--- src/rtl/ad_bus_pkg.sv ---
// rtl/ad_bus_pkg.sv - shared types and sizing helper for the AD bus sequencer
package ad_bus_pkg;

    // Bus phase sequence: IDLE -> ALE -> AHOLD -> STROBE -> RECOVER -> IDLE
    typedef enum logic [2:0] {
        IDLE,
        ALE,
        AHOLD,
        STROBE,
        RECOVER
    } ad_state_t;

    // Width of a down-counter that must hold the largest phase length minus one
    // (sized for max+1 so a single-cycle maximum still gets one bit).
    function automatic int cnt_w(input int a, input int b, input int c);
        int m;
        m = a;
        if (b > m) m = b;
        if (c > m) m = c;
        return $clog2(m + 1);
    endfunction

endpackage

--- src/rtl/ad_bus_sequencer.sv ---
// rtl/ad_bus_sequencer.sv - multiplexed address/data bus sequencer for an external octal latch
//
// Purpose: turns one CPU-side request into an ALE / latch-hold / RD_n-WR_n strobe /
// recovery sequence on a multiplexed AD bus and returns one completion pulse.
// Every output is a flop; next-cycle output values are decoded from the next state.
//
// Ports:
//   clk, reset_n            clock, asynchronous active-low reset
//   req_valid/req_ready     request handshake (ready only while idle)
//   req_addr[15:0]          [7:0] multiplexed on AD, [15:8] on a_hi
//   req_we, req_wdata[7:0]  write select and write data
//   rsp_valid, rsp_rdata    one-cycle completion pulse, read data (held until next read)
//   ad_out, ad_oe, ad_in    AD pad drive value, drive enable, sampled value
//   a_hi                    non-multiplexed high address (held after completion)
//   ale, rd_n, wr_n         latch enable (high), read/write strobes (low)
module ad_bus_sequencer
    import ad_bus_pkg::*;
#(
    parameter int ALE_CYC    = 1,
    parameter int STROBE_CYC = 2,
    parameter int HOLD_CYC   = 1
) (
    input  logic        clk,
    input  logic        reset_n,
    input  logic        req_valid,
    output logic        req_ready,
    input  logic [15:0] req_addr,
    input  logic        req_we,
    input  logic [7:0]  req_wdata,
    output logic        rsp_valid,
    output logic [7:0]  rsp_rdata,
    output logic [7:0]  ad_out,
    output logic        ad_oe,
    input  logic [7:0]  ad_in,
    output logic [7:0]  a_hi,
    output logic        ale,
    output logic        rd_n,
    output logic        wr_n
);

    localparam int CNT_W = cnt_w(ALE_CYC, STROBE_CYC, HOLD_CYC);
    localparam logic [CNT_W-1:0] ALE_LD    = CNT_W'(ALE_CYC - 1);
    localparam logic [CNT_W-1:0] STROBE_LD = CNT_W'(STROBE_CYC - 1);
    localparam logic [CNT_W-1:0] HOLD_LD   = CNT_W'(HOLD_CYC - 1);

    generate
        if (ALE_CYC < 1 || STROBE_CYC < 1 || HOLD_CYC < 1) begin : g_param_check
            $error("ad_bus_sequencer: ALE_CYC, STROBE_CYC and HOLD_CYC must all be >= 1");
        end
    endgenerate

    ad_state_t        r_state;
    logic [CNT_W-1:0] r_cnt;
    logic             r_we;
    logic [15:0]      r_addr;
    logic [7:0]       r_wdata;

    logic             r_req_ready;
    logic             r_rsp_valid;
    logic [7:0]       r_rsp_rdata;
    logic [7:0]       r_ad_out;
    logic             r_ad_oe;
    logic [7:0]       r_a_hi;
    logic             r_ale;
    logic             r_rd_n;
    logic             r_wr_n;

    ad_state_t        w_state_nxt;
    logic [CNT_W-1:0] w_cnt_nxt;
    logic             w_accept;
    logic             w_sample;
    logic             w_done;
    logic             w_we_nxt;
    logic [15:0]      w_addr_nxt;
    logic [7:0]       w_wdata_nxt;

    logic             w_req_ready_nxt;
    logic [7:0]       w_ad_out_nxt;
    logic             w_ad_oe_nxt;
    logic [7:0]       w_a_hi_nxt;
    logic             w_ale_nxt;
    logic             w_rd_n_nxt;
    logic             w_wr_n_nxt;

    // Next-state logic. The counter is loaded with (phase length - 1) on entry
    // and the phase ends on the cycle it reads zero.
    always_comb begin
        w_state_nxt = r_state;
        w_cnt_nxt   = r_cnt;
        w_accept    = 1'b0;
        w_sample    = 1'b0;
        w_done      = 1'b0;
        case (r_state)
            IDLE: begin
                if (req_valid && r_req_ready) begin
                    w_accept    = 1'b1;
                    w_state_nxt = ALE;
                    w_cnt_nxt   = ALE_LD;
                end
            end
            ALE: begin
                if (r_cnt == '0) begin
                    w_state_nxt = AHOLD;
                end else begin
                    w_cnt_nxt = r_cnt - 1'b1;
                end
            end
            AHOLD: begin
                w_state_nxt = STROBE;
                w_cnt_nxt   = STROBE_LD;
            end
            STROBE: begin
                if (r_cnt == '0) begin
                    w_state_nxt = RECOVER;
                    w_cnt_nxt   = HOLD_LD;
                    // Read data is taken at the edge that ends the strobe,
                    // while rd_n is still low at the device.
                    w_sample    = ~r_we;
                end else begin
                    w_cnt_nxt = r_cnt - 1'b1;
                end
            end
            RECOVER: begin
                if (r_cnt == '0) begin
                    w_state_nxt = IDLE;
                    w_done      = 1'b1;
                end else begin
                    w_cnt_nxt = r_cnt - 1'b1;
                end
            end
            default: begin
                w_state_nxt = IDLE;
                w_cnt_nxt   = '0;
            end
        endcase
    end

    assign w_we_nxt    = w_accept ? req_we    : r_we;
    assign w_addr_nxt  = w_accept ? req_addr  : r_addr;
    assign w_wdata_nxt = w_accept ? req_wdata : r_wdata;

    // Output decode from the next state so every pin comes straight off a flop.
    always_comb begin
        w_req_ready_nxt = (w_state_nxt == IDLE);
        w_ale_nxt       = (w_state_nxt == ALE);
        w_rd_n_nxt      = ~((w_state_nxt == STROBE) && !w_we_nxt);
        w_wr_n_nxt      = ~((w_state_nxt == STROBE) &&  w_we_nxt);
        w_ad_oe_nxt     = (w_state_nxt == ALE) || (w_state_nxt == AHOLD) ||
                          (((w_state_nxt == STROBE) || (w_state_nxt == RECOVER)) && w_we_nxt);
        w_a_hi_nxt      = (w_state_nxt == ALE) ? w_addr_nxt[15:8] : r_a_hi;
        w_ad_out_nxt    = r_ad_out;
        if (w_state_nxt == ALE) begin
            w_ad_out_nxt = w_addr_nxt[7:0];
        end else if ((w_state_nxt == STROBE) && w_we_nxt) begin
            w_ad_out_nxt = w_wdata_nxt;
        end
    end

    always_ff @(posedge clk or negedge reset_n) begin
        if (!reset_n) begin
            r_state     <= IDLE;
            r_cnt       <= '0;
            r_we        <= 1'b0;
            r_addr      <= '0;
            r_wdata     <= '0;
            r_req_ready <= 1'b1;
            r_rsp_valid <= 1'b0;
            r_rsp_rdata <= '0;
            r_ad_out    <= '0;
            r_ad_oe     <= 1'b0;
            r_a_hi      <= '0;
            r_ale       <= 1'b0;
            r_rd_n      <= 1'b1;
            r_wr_n      <= 1'b1;
        end else begin
            r_state     <= w_state_nxt;
            r_cnt       <= w_cnt_nxt;
            r_we        <= w_we_nxt;
            r_addr      <= w_addr_nxt;
            r_wdata     <= w_wdata_nxt;
            r_req_ready <= w_req_ready_nxt;
            r_rsp_valid <= w_done;
            r_rsp_rdata <= w_sample ? ad_in : r_rsp_rdata;
            r_ad_out    <= w_ad_out_nxt;
            r_ad_oe     <= w_ad_oe_nxt;
            r_a_hi      <= w_a_hi_nxt;
            r_ale       <= w_ale_nxt;
            r_rd_n      <= w_rd_n_nxt;
            r_wr_n      <= w_wr_n_nxt;
        end
    end

    assign req_ready = r_req_ready;
    assign rsp_valid = r_rsp_valid;
    assign rsp_rdata = r_rsp_rdata;
    assign ad_out    = r_ad_out;
    assign ad_oe     = r_ad_oe;
    assign a_hi      = r_a_hi;
    assign ale       = r_ale;
    assign rd_n      = r_rd_n;
    assign wr_n      = r_wr_n;

endmodule
--- config.mk ---
export PLATFORM = sky130hd
export DESIGN_NAME = ad_bus_sequencer
export DESIGN_NICKNAME = d
export VERILOG_FILES = /design/src/rtl/ad_bus_pkg.sv /design/src/rtl/ad_bus_sequencer.sv
export SDC_FILE = /design/constraint.sdc
export NUM_CORES = 1
export LEC_CHECK = 0
export ABC_CLOCK_PERIOD_IN_PS = 2600
export CAP_MARGIN = 20
export CORE_ASPECT_RATIO = 1.75
export CORE_MARGIN = 1
export CORE_UTILIZATION = 31
export CTS_BUF_LIST = sky130_fd_sc_hd__clkbuf_8
export DETAILED_ROUTE_END_ITERATION = 6
export SLEW_MARGIN = 15
export SYNTH_ARGS = -nofsm -noshare
export SYNTH_HDL_FRONTEND = slang
export SYNTH_SLANG_ARGS = --single-unit
export TNS_END_PERCENT = 1
--- constraint.sdc ---
create_clock -name clk -period 2.6 [get_ports clk]
set_input_delay 0.65 -clock clk [delete_from_list [all_inputs] [get_ports clk]]
set_output_delay 0.65 -clock clk [all_outputs]
set_load 0.01 [all_outputs]
* Word-level counts from Yosys, hierarchy flattened
Cells that the tools add are included.
** Storage, ports and cells
- Flip-flop bits (word level) :: 60
- Input bits :: 36
- Output and inout bits :: 30
- Word-level logic and storage cells :: 62
** Cells by class
- Add/sub/neg operators :: 1
- Eq/ne operators :: 10
- Mux-type cells :: 20
- Bitwise gates (word level) :: 3
- Reductions and logical operators :: 14
** Operators with widths (count)
- $mux W8 :: 3
- $mux W16 :: 1
- $pmux W3 S5 :: 1
- $eq A3 B2 Y1 const B :: 4
- $mux W3 :: 4
- $pmux W2 S4 :: 1
- $mux W1 :: 7
- $eq A3 B1 Y1 const B :: 2
- $eq A3 B3 Y1 const B :: 2
- $logic_not A3 Y1 :: 2
- $mux W2 :: 3
- $logic_and A1 B1 Y1 :: 4
- $ne A2 B2 Y1 const B :: 2
- $logic_or A1 B1 Y1 :: 3
- $not A1 Y1 :: 3
- $logic_not A2 Y1 :: 1
- $reduce_and A2 Y1 :: 1
- $reduce_bool A2 Y1 :: 1
- $reduce_or A2 Y1 :: 1
- $sub A2 B1 Y2 const B :: 1
- $logic_not A1 Y1 :: 1

* Depth between registers and ports, before layout
Gate-level depths: netlist of run 1.
- Word-level depth :: 7
- Depth in mapped cells :: 7
- Mapped depth without buffers :: 6

* Least setup slack after synthesis of run 1
No wires, ideal clock.
- Path kind :: register -> register
- Start point :: reg r_cnt[0]
- End point :: reg r_a_hi[7] (netlist: a_hi[7])
- Library setup time :: 125 ps
- Arrival time :: 1988 ps
- Required time :: 2475 ps
- Slack :: 487 ps
- Stages on the path, launching flop included :: 8
- Path buffers :: 2
- Period minus slack after synthesis :: 2113 ps
- Path through :: dfrtp_1 inv_1 ha_1 and2_1 clkbuf_1 nor4_4 buf_4 mux2_2
** Between the ends
- Longest elaborated chain between the ends :: 4
- Elaborated cells on any way between the ends :: 6
- Those cells by class :: eq/ne: 1; mux: 4; reduce/logical: 1
** RTL lines
- from (decl) :: RTL line ad_bus_sequencer.sv:53 : logic [CNT_W-1:0] r_cnt;
- from (signal assigned) :: RTL line ad_bus_sequencer.sv:177 : r_cnt <= w_cnt_nxt;
- $logic_not A2 Y1 (*) :: RTL line ad_bus_sequencer.sv:102, ad_bus_sequencer.sv:113, ad_bus_sequencer.sv:124
- $mux W3 (on tied branches) :: RTL line ad_bus_sequencer.sv:124, ad_bus_sequencer.sv:102, ad_bus_sequencer.sv:113
- $pmux W3 S5 (*) :: RTL line ad_bus_sequencer.sv:93 : case (r_state)
- $eq A3 B1 Y1 (*)
- via w_ale_nxt :: RTL line ad_bus_sequencer.sv:81 : logic w_ale_nxt;
- to (signal assigned) :: RTL line ad_bus_sequencer.sv:186 : r_a_hi <= w_a_hi_nxt;
- to (decl) :: RTL line ad_bus_sequencer.sv:63 : logic [7:0] r_a_hi;
The timed path passes the listed nets; every way through them passes the cells marked *.
A chain may end at the register's enable or synchronous reset.

* Worst setup path in the final report of run 1
- Start point :: in req_valid
- End point :: reg r_a_hi[5] (netlist: a_hi[5])
** Between the ends
- Longest elaborated chain between the ends :: 4
- Elaborated cells on any way between the ends :: 7
- Those cells by class :: eq/ne: 1; mux: 5; reduce/logical: 1
** RTL lines
- from (decl) :: RTL line ad_bus_sequencer.sv:25 : input logic req_valid,
- $logic_and A1 B1 Y1 :: RTL line ad_bus_sequencer.sv:95 : if (req_valid && r_req_ready) begin
- $mux W1 :: RTL line ad_bus_sequencer.sv:95
- $mux W1 :: RTL line ad_bus_sequencer.sv:93
- $mux W16 :: RTL line ad_bus_sequencer.sv:139 : assign w_addr_nxt = w_accept ? req_addr : r_addr;
- via w_addr_nxt[13] :: RTL line ad_bus_sequencer.sv:74 : logic [15:0] w_addr_nxt;
The timed path passes the listed nets, and every way through them passes these cells.

==> qor.yml, run 1 <==
outcome: "finished, final reports clean"
route.detailed.drc: 0
r2r_slack_ns: 0.56
drive_gt1_frac: 0.214
vdd_drop_max_mv: 0.423
clkPwrFrac: 0.155
synth.distinct_cells: 32
clk_pin_slew_ns: 0.06
coreArea_mm2: 0.00831
die_area_mm2: 0.00897
synth_nets: 243
first_pass_iters: 4
wl_per_cell_um: 14.4
setup_viol: 0
grt_overflow: 0
power.internal_mw: 2.83
cp.depth: 6
critPathRequiredTime_ns: 2.82
synth_edf_count: 0
slew_viol_final: 0
area_growth_pct: 35.4
worst_path_most_repeated_cell: "mux2_2"
fin_skew_ns: 0.00781
cap_violations: 0
clockRootBuffer: "clkbuf_8"
crit_chain: "clkdlybuf4s50_1 -> nand2_1 -> nor4_4 -> buf_12 -> mux2_2 -> mux2_2"
reg2reg_depth: 6
antenna_found_initial: 0
cts_hold_buffers: 0
fmax_mhz: 477
htree_levels: 3
critPathLaunch: "req_valid"
seq_area_frac_synth: 0.566
gp_congestion: 0.697
end_kind: "flip-flop"
crit_fanout: 11
grt_max_degree: 61
worstMarginPinSlew_ns: 0.768
period_share: 0.806
start_util: 0.320
grt_use_total: 0.139
post_cts_buffers: 0
die_height_um: 125
share_comb_of_total_power: 0.446
p_seq_frac: 0.399
drt_wl_total_um: 5700
port-buffer-count: 65
synthArstFlopShare: 1.00
via_per_inst: 4.51
numClockSinks: 60
powerDensity_mw_per_mm2: 1200
cp-endpoint: "a_hi[5]"
dp_hpwl_um: 4030
p_total_mw: 4.32
ys.flop_type: "dfrtp_1"
critPathBufInv: 2
switching_share: 0.344
worst_setup_path_start_kind: "input pin"
path_delay_family: "buffers and inverters"
criticalPathCategory: "input pin to flip-flop"
timing.final.hold_violations: 0
final_nets: 315
yosys_register_bits: 60
tritoncts: "done"
tns_ns: 0
antenna_left: 0
die_w_um: 72.0
rows: 44
crit_arrival_ns: 2.32
cts_buffers: 9
synthesis.area_mm2: 0.00266
cts_buffer_depth: 2
post_cts_resize_count: 0
grt_pass1_vias: 1841
first_iter_violations: 114
grt_setup_unrepaired: "no"
yosys_warnings: 0
num_io_pins: 66
timing.rr.start: "r_cnt[0]"
critPathMaxStageDelay_ns: 0.48
slowest_stage: "clkdlybuf4s50_1"
r2r-end: "ad_out[5]"
max_slew_margin: 0.488
synth.avg_cell_area_um2: 13.0
vias: 1782
synthCells: 204
leakagePower_nw: 1.55
grt_pass1_wl_um: 9210
period_needed_ns: 2.10
power.switching_mw: 1.48
min_path_type: "input pin to async pin"
clk-insertion-delay-late_ns: 0.34
antenna_cells: 0
==> placed cells by master (no fill, tap or decap), drive strengths merged, types with 2 or more instances in the layout <==
master	n
nor4	2
mux2i	17
nor3b	2
nor3	4
a222oi	8
nor2	4
nand2b	18
clkdlybuf4s50	64
nand2	5
buf	7
a21oi	6
clkinv	3
dfstp	3
clkbuf	9
ha	3
mux2	33
inv	22
dfrtp	57
==> synth_stat cells, types with 4 or more instances <==
cell	count	area (um^2)
nand2b_1	18	113
clkbuf_1	4	15.0
nand2_1	5	18.8
nor2_1	4	15.0
dfrtp_1	57	1430
a222oi_1	8	80.1
mux2_2	33	372
inv_1	19	71.3
a21oi_1	6	30.0
mux2i_1	17	170
==> state kept, by name, summed over array words and instances, names as in the netlist, 2 cells and up <==
name,flops
r_cnt,2
r_addr,16
r_state,3
r_wdata,8
a_hi,8
rsp_rdata,8
ad_out,8
==> per-layer routing <==
layer  track usage  up-vias  wire length (um)
met2         0.241       33              3150
li1              -      853                 -
met1         0.152      887              2210
met3        0.0413        9               214
met4        0.0657        0               133
met5             0        -                 0
==> final cells by class <==
| cell class | count | area, um^2 |
|---|---|---|
| clock buffer | 9 | 124 |
| multi-input combinational | 115 | 1010 |
| inverter | 19 | 71.3 |
| clock inverter | 6 | 26.3 |
| tap | 115 | 144 |
| fill | 795 | 4710 |
| timing repair buffer | 71 | 716 |
| sequential | 60 | 1510 |
==> through the flow <==
step	instances	hold slack (ns)	instance area, um^2	setup slack, ns	util
floorplan	204	0.354	2660	0.487	-
global placement	380	0.471	3450	0.171	0.415
detailed placement	380	0.481	3450	0.147	0.415
CTS	395	0.488	3600	0.503	0.433
global route	395	0.507	3600	0.337	0.433
finish	395	0.459	3600	0.504	0.433
==> cell families (layout without fill, tap and decap cells) <==
family	after synthesis	in the layout	share of synthesized area
buf+inv	29	105	0.0527
fa+ha+maj	3	3	0.0141
compound gates	23	23	0.0663
xor+xnor	1	1	0.00329
mux	50	50	0.204
flops	60	60	0.566
simple gates	38	38	0.0941
==> worst min path at each step <==
| stage | from | to |
|---|---|---|
| CTS | reset_n | rsp_valid |
| detailed placement | r_addr[7] | r_addr[7] |
| finish | reset_n | rsp_valid |
| global route | r_addr[15] | r_addr[15] |
| floorplan | reset_n | a_hi[0] |
| global placement | r_addr[3] | r_addr[3] |
==> power by group through the flow <==
stage	clock (mW)	sequential [mW]	combinational, mW
floorplan	0	1.72	1.16
global placement	0	1.74	1.91
detailed placement	0	1.75	1.96
CTS	0.694	1.73	1.96
global route	0.725	1.79	2.11
finish	0.668	1.72	1.93
(Power assumes the default switching activity.)
==> inputs of run 2 (changes only) <==
- ABC_CLOCK_PERIOD_IN_PS: 2600 -> 2000
- clock period: 2.6 -> 2 ns (I/O delays scaled with it)
==> run 2 against run 1 <==
Compared with the run above: final area up 6.6%; highest routed layer unchanged; cell count up 3.8%; clock skew barely moved; via count rose by 3.4%; clock power is 69% higher.
==> qor.yml, run 2 (synthesis results as in run 1) <==
grt_max_degree: 25  # was 61
dp_hpwl_um: 4230  # was 4030 um
r2r_slack_ns: 0.13  # was 0.56 ns
vias: 1842  # was 1,782
die_w_um: 72.0  # unchanged
grt_setup_unrepaired: "no"  # unchanged
criticalPathCategory: "flip-flop to output port"  # was input pin to flip-flop
multi_input_area_mm2: 0.00104  # was 0.00101 mm^2
timing.final.hold_violations: 0  # unchanged
tritoncts: "done"  # unchanged
stdcell_count: 410  # was 395
period_needed_ns: 1.91
crit_arrival_ns: 1.41  # was 2.32 ns
grtUsageMet1: 0.160  # was 0.152
cp.depth: 1  # was 6
worstMarginPinSlew_ns: 0.514  # was 0.768 ns
cts_buffers: 9  # unchanged
first_iter_violations: 148  # was 114
numClockSinks: 60  # unchanged
drt_wl_total_um: 5730  # was 5700 um
nFillCells: 770  # was 795
coreArea_mm2: 0.00831  # unchanged
setup_viol: 0  # unchanged
antenna_found_initial: 0  # unchanged
route.detailed.drc: 0  # unchanged
critPathBufInv: 1  # was 2
vdd_drop_max_mv: 0.603  # was 0.423 mV
regMostFlops: "r_addr"  # unchanged
reg2reg_depth: 5  # was 6
wl_per_cell_um: 14.0  # was 14.4 um
final_nets: 329  # was 315
min_path_type: "input pin to async pin"  # unchanged
postLayoutCellArea_mm2: 0.00384  # was 0.00360 mm^2
fmax_mhz: 522
top_usage_layer: "met2"  # unchanged
die_area_mm2: 0.00897  # unchanged
antenna_left: 0  # unchanged
grt_use_total: 0.144  # was 0.139
clk-insertion-delay-late_ns: 0.34  # about the same
leakagePower_nw: 1.65  # was 1.55 nW
period_share: 0.957
worst_setup_path_start_kind: "flip-flop"  # was input pin
grt_pass1_wl_um: 9630  # was 9210 um
rows: 44  # unchanged
antenna_cells: 0  # unchanged
crit_fanout: 3  # was 11
grt_pass1_vias: 1961  # was 1,841
end_kind: "output port"  # was flip-flop
clk_pin_slew_ns: 0.07  # was 0.06 ns
via_per_inst: 4.49  # was 4.51
placed_area_mm2: 0.00360  # was 0.00345 mm^2
critPathRequiredTime_ns: 1.50  # was 2.82 ns
port-buffer-count: 65  # unchanged
cts_hold_buffers: 0  # unchanged
met3_usage: 0.0364  # was 0.0413
die_height_um: 125  # unchanged
grt_overflow: 0  # unchanged
drive_gt1_frac: 0.285  # was 0.214
num_io_pins: 66  # unchanged
first_pass_iters: 6  # was 4
ff_latch_area_mm2: 0.00151  # unchanged
crit_chain: "clkdlybuf4s50_1"  # was clkdlybuf4s50_1 -> nand2_1 -> nor4_4 -> buf_12 -> mux2_2 -> mux2_2
slew_viol_final: 0  # unchanged
cts_buffer_depth: 2  # unchanged
slowest_stage: "dfstp_2"  # was clkdlybuf4s50_1
outcome: "finished, final reports clean"  # unchanged
area_growth_pct: 44.3  # was 35.4%
clockRootBuffer: "clkbuf_8"  # unchanged
path_delay_family: "flip-flops"  # was buffers and inverters
layout_commonest_cell: "clkdlybuf4s50_1"  # unchanged
largest_register_ffs: 16  # unchanged
met2_usage: 0.244  # was 0.241
cap_violations: 0  # unchanged
final_cell_mix: "clkdlybuf4s50_1, dfrtp_1, mux2_2, inv_1, nand2b_1"  # unchanged
fin_skew_ns: 0.00756  # was 0.00781 ns
max_slew_margin: 0.657  # was 0.488
critPathMaxStageDelay_ns: 0.55  # was 0.48 ns
fin_hold_ws_ns: 0.0521  # was 0.459 ns
powerDensity_mw_per_mm2: 1580  # was 1200 mW/mm^2
place_inst: 394  # was 380
start_util: 0.320  # unchanged
gp_congestion: 0.733  # was 0.697
htree_levels: 3  # unchanged
run 2: cell count changes in the layout (fill, tap and decap cells not counted), moves of 2 or more:
cell,change
buf_12,+3
buf_4,+10
clkbuf_8,+2
clkinv_2,-2
clkinvlp_4,+2
inv_1,-3
mux2i_1,-3
mux2i_2,+2
run 2: repair_timing:
action                     4_1_cts  5_1_grt
gates resized for setup          1        7
buffers inserted                 0        0
setup endpoints to repair        1        7
hold endpoints to repair         0        0
pin swaps                        0        5
run 2: cell type report:
type | instances | area share
flip-flops and latches | 60 | 0.392
clock buffers | 11 | 0.0394
clock inverters | 5 | 0.0153
repair buffers | 85 | 0.225
inverters | 19 | 0.0186
multi-input cells | 115 | 0.272
well taps | 115 | 0.0375
run 2: worst paths after layout:
kind,end,startpoint
min reg2reg,r_addr[7],r_addr[7]
max in group asynchronous,wr_n,reset_n
min in group clk,r_addr[7],r_addr[7]
min,rsp_rdata[6],reset_n
max,req_ready,req_ready
max reg2reg,a_hi[1],req_ready
run 2: layer usage:
layer	up-vias	wire, um
met5	-	0
met4	0	80
met3	4	163
met2	43	3200
met1	917	2290
li1	878	-
run 2: power breakdown:
| group | internal [mW] | total [mW] | switching, mW |
|---|---|---|---|
| logic | 1.58 | 2.76 | 1.18 |
| registers | 1.84 | 2.19 | 0.356 |
| clock network | 0.645 | 1.13 | 0.487 |
| total | 4.06 | 6.08 | 2.02 |
run 2: through the flow:
stage | setup TNS [ns] | util | power (mW) | setup WS, ns
6_report | 0 | 0.462 | 6.08 | 0.0855
4_1_cts | 0 | 0.458 | 6.15 | 0.0437
3_5_place_dp | -7.05 | 0.433 | 4.96 | -0.326
3_3_place_gp | -6.41 | 0.433 | 4.91 | -0.279
2_1_floorplan | 0 | - | 3.76 | 0.0143
5_1_grt | 0 | 0.462 | 6.52 | 0.00514
==> inputs of run 3 (changes only) <==
- CELL_PAD_IN_SITES_DETAIL_PLACEMENT: default -> 1
- CELL_PAD_IN_SITES_GLOBAL_PLACEMENT: default -> 2
- PLACE_DENSITY_LB_ADDON: default -> 0.1
- SETUP_SLACK_MARGIN: default -> 0.3
==> run 3 against run 2 <==
Compared with the run above: maximum frequency decreased by 0.74%; non-clock buffer count increased by 9; clock skew decreased by 0.00089 ns; via count increased by 5.6%; final area increased by 3.9%; first-iteration DRC count decreased by 26%; critical path depth increased by 7; wire length increased by 17%; cell count increased by 1.7%; combinational power increased by 7.6%; worst setup slack got worse by 0.014 ns.
==> qor.yml, run 3 (synthesis results as in run 1) <==
outcome: "finished, final reports clean"  # unchanged
die_w_um: 72.0  # unchanged
vdd_drop_max_mv: 0.674  # was 0.603 mV
place_worst_setup_slack_ns: -0.287  # was -0.326 ns
tns_ns: 0  # unchanged
htree_levels: 3  # unchanged
fmax_mhz: 518  # was 522 MHz
critPathRequiredTime_ns: 2.22  # was 1.50 ns
multi_input_area_mm2: 0.00106  # was 0.00104 mm^2
antenna_found_initial: 0  # unchanged
cts_hold_buffers: 0  # unchanged
drt_wl_total_um: 6700  # was 5730 um
tritoncts: "done"  # unchanged
fin_hold_ws_ns: 0.167  # was 0.0521 ns
start_util: 0.320  # unchanged
regMostFlops: "r_addr"  # unchanged
criticalPathCategory: "flip-flop to flip-flop"  # was flip-flop to output port
p_total_mw: 6.30  # was 6.08 mW
postLayoutCellArea_mm2: 0.00399  # was 0.00384 mm^2
ff_latch_area_mm2: 0.00151  # unchanged
stdcell_count: 417  # was 410
grt_pass1_vias: 2076  # was 1,961
worst_setup_path_start_kind: "flip-flop"  # unchanged
cap_violations: 0  # unchanged
grt_overflow: 0  # unchanged
utilization: 0.480  # was 0.462
max_slew_margin: 0.603  # was 0.657
powerDensity_mw_per_mm2: 1580  # about the same
route.detailed.drc: 0  # unchanged
area_growth_pct: 50.0  # was 44.3%
first_iter_violations: 109  # was 148
dp_hpwl_um: 4690  # was 4230 um
fin_ws_ns: 0.0713  # was 0.0855 ns
layout_commonest_cell: "dfrtp_1"  # was clkdlybuf4s50_1
first_pass_iters: 5  # was 6
crit_arrival_ns: 2.15  # was 1.41 ns
period_needed_ns: 1.93  # was 1.91 ns
final_nets: 338  # was 329
clk-insertion-delay-late_ns: 0.33  # was 0.34 ns
end_kind: "flip-flop"  # was output port
crit_chain: "nand2_2 -> nor4_4 -> buf_4 -> buf_12 -> buf_8 -> buf_6 -> mux2i_2 -> a222oi_1"  # was clkdlybuf4s50_1
critPathBufInv: 4  # was 1
grt_use_total: 0.159  # was 0.144
slowest_stage: "dfstp_2"  # unchanged
crit_fanout: 8  # was 3
grt_pass1_wl_um: 10600  # was 9630 um
drive_gt1_frac: 0.325  # was 0.285
grt_max_degree: 28  # was 25
largest_register_ffs: 16  # unchanged
numClockSinks: 60  # unchanged
wl_per_cell_um: 16.1  # was 14.0 um
path_delay_family: "flip-flops"  # unchanged
period_share: 0.964  # was 0.957
cts_buffer_depth: 2  # unchanged
gp_congestion: 0.754  # was 0.733
grt_setup_unrepaired: "yes"  # was no
vias: 1945  # was 1,842
coreArea_mm2: 0.00831  # unchanged
min_path_type: "input pin to async pin"  # unchanged
rows: 44  # unchanged
worstMarginPinSlew_ns: 0.596  # was 0.514 ns
num_io_pins: 66  # unchanged
via_per_inst: 4.66  # was 4.49
nFillCells: 867  # was 770
clockRootBuffer: "clkbuf_8"  # unchanged
antenna_left: 0  # unchanged
leakagePower_nw: 2.00  # was 1.65 nW
die_area_mm2: 0.00897  # unchanged
fin_skew_ns: 0.00667  # was 0.00756 ns
die_height_um: 125  # unchanged
timing.final.hold_violations: 0  # unchanged
placed_area_mm2: 0.00360  # about the same
critPathMaxStageDelay_ns: 0.54  # was 0.55 ns
clk_pin_slew_ns: 0.07  # about the same
antenna_cells: 0  # unchanged
setup_viol: 0  # unchanged
cts_buffers: 9  # unchanged
port-buffer-count: 65  # unchanged
place_inst: 395  # was 394
slew_viol_final: 0  # unchanged
final_cell_mix: "dfrtp_1, mux2_2, clkdlybuf4s50_1, dlymetal6s2s_1, buf_4"  # was clkdlybuf4s50_1, dfrtp_1, mux2_2, inv_1, nand2b_1
## run 3: changes by cell type in the layout (fill, tap and decap cells not counted), sizes merged
cell and delta:
clkdlybuf4s50 -30, dlymetal6s2s +29, buf +9, clkbuf +3, clkinvlp -2, clkinv -1
inv -1
## run 3: worst paths after layout
kind                       depth (start not counted)         end  slack [ns]  startpoint
setup / recovery                                   8   ad_out[6]        0.07   req_ready
setup reg to reg                                   8   ad_out[6]        0.07   req_ready
max in group asynchronous                          2  r_addr[15]        1.23     reset_n
min in group clk                                   2   r_addr[5]        0.49   r_addr[5]
hold / removal                                     1   r_addr[5]        0.17     reset_n
hold reg to reg                                    2   r_addr[5]        0.49   r_addr[5]
## run 3: final cells by class
class	instances	share of cell area
repair buffers	94	0.251
multi-input cells	115	0.265
clock buffers	13	0.0449
clock inverters	1	0.00753
flip-flops and latches	60	0.377
inverters	19	0.0179
well taps	115	0.0361
## run 3: worst register-to-register path, cell delays in order (launching register included)
cell and delay (ns):
dfstp_2 0.54, nand2_2 0.07, nor4_4 0.29, buf_4 0.17
buf_12 0.12, buf_8 0.13, buf_6 0.10, mux2i_2 0.07
a222oi_1 0.33
## run 3: timing repair
item	CTS	global route
pin swaps	0	7
gates cloned	0	0
setup buffers	0	8
endpoints found under the setup margin	62	77
resized for setup	1	48
## run 3: layer usage
metal,share of wire,GRT usage,vias to the layer above
met1,0.41,0.188,987
met2,0.53,0.264,47
met3,0.042,0.0445,10
met4,0.016,0.0692,0
li1,-,-,901
met5,0,0,-
## run 3: power breakdown
group | switching (mW) | internal [mW] | leakage [nW]
registers | 0.340 | 1.84 | 0.723
clock network | 0.456 | 0.698 | 0.108
logic | 1.29 | 1.68 | 1.17
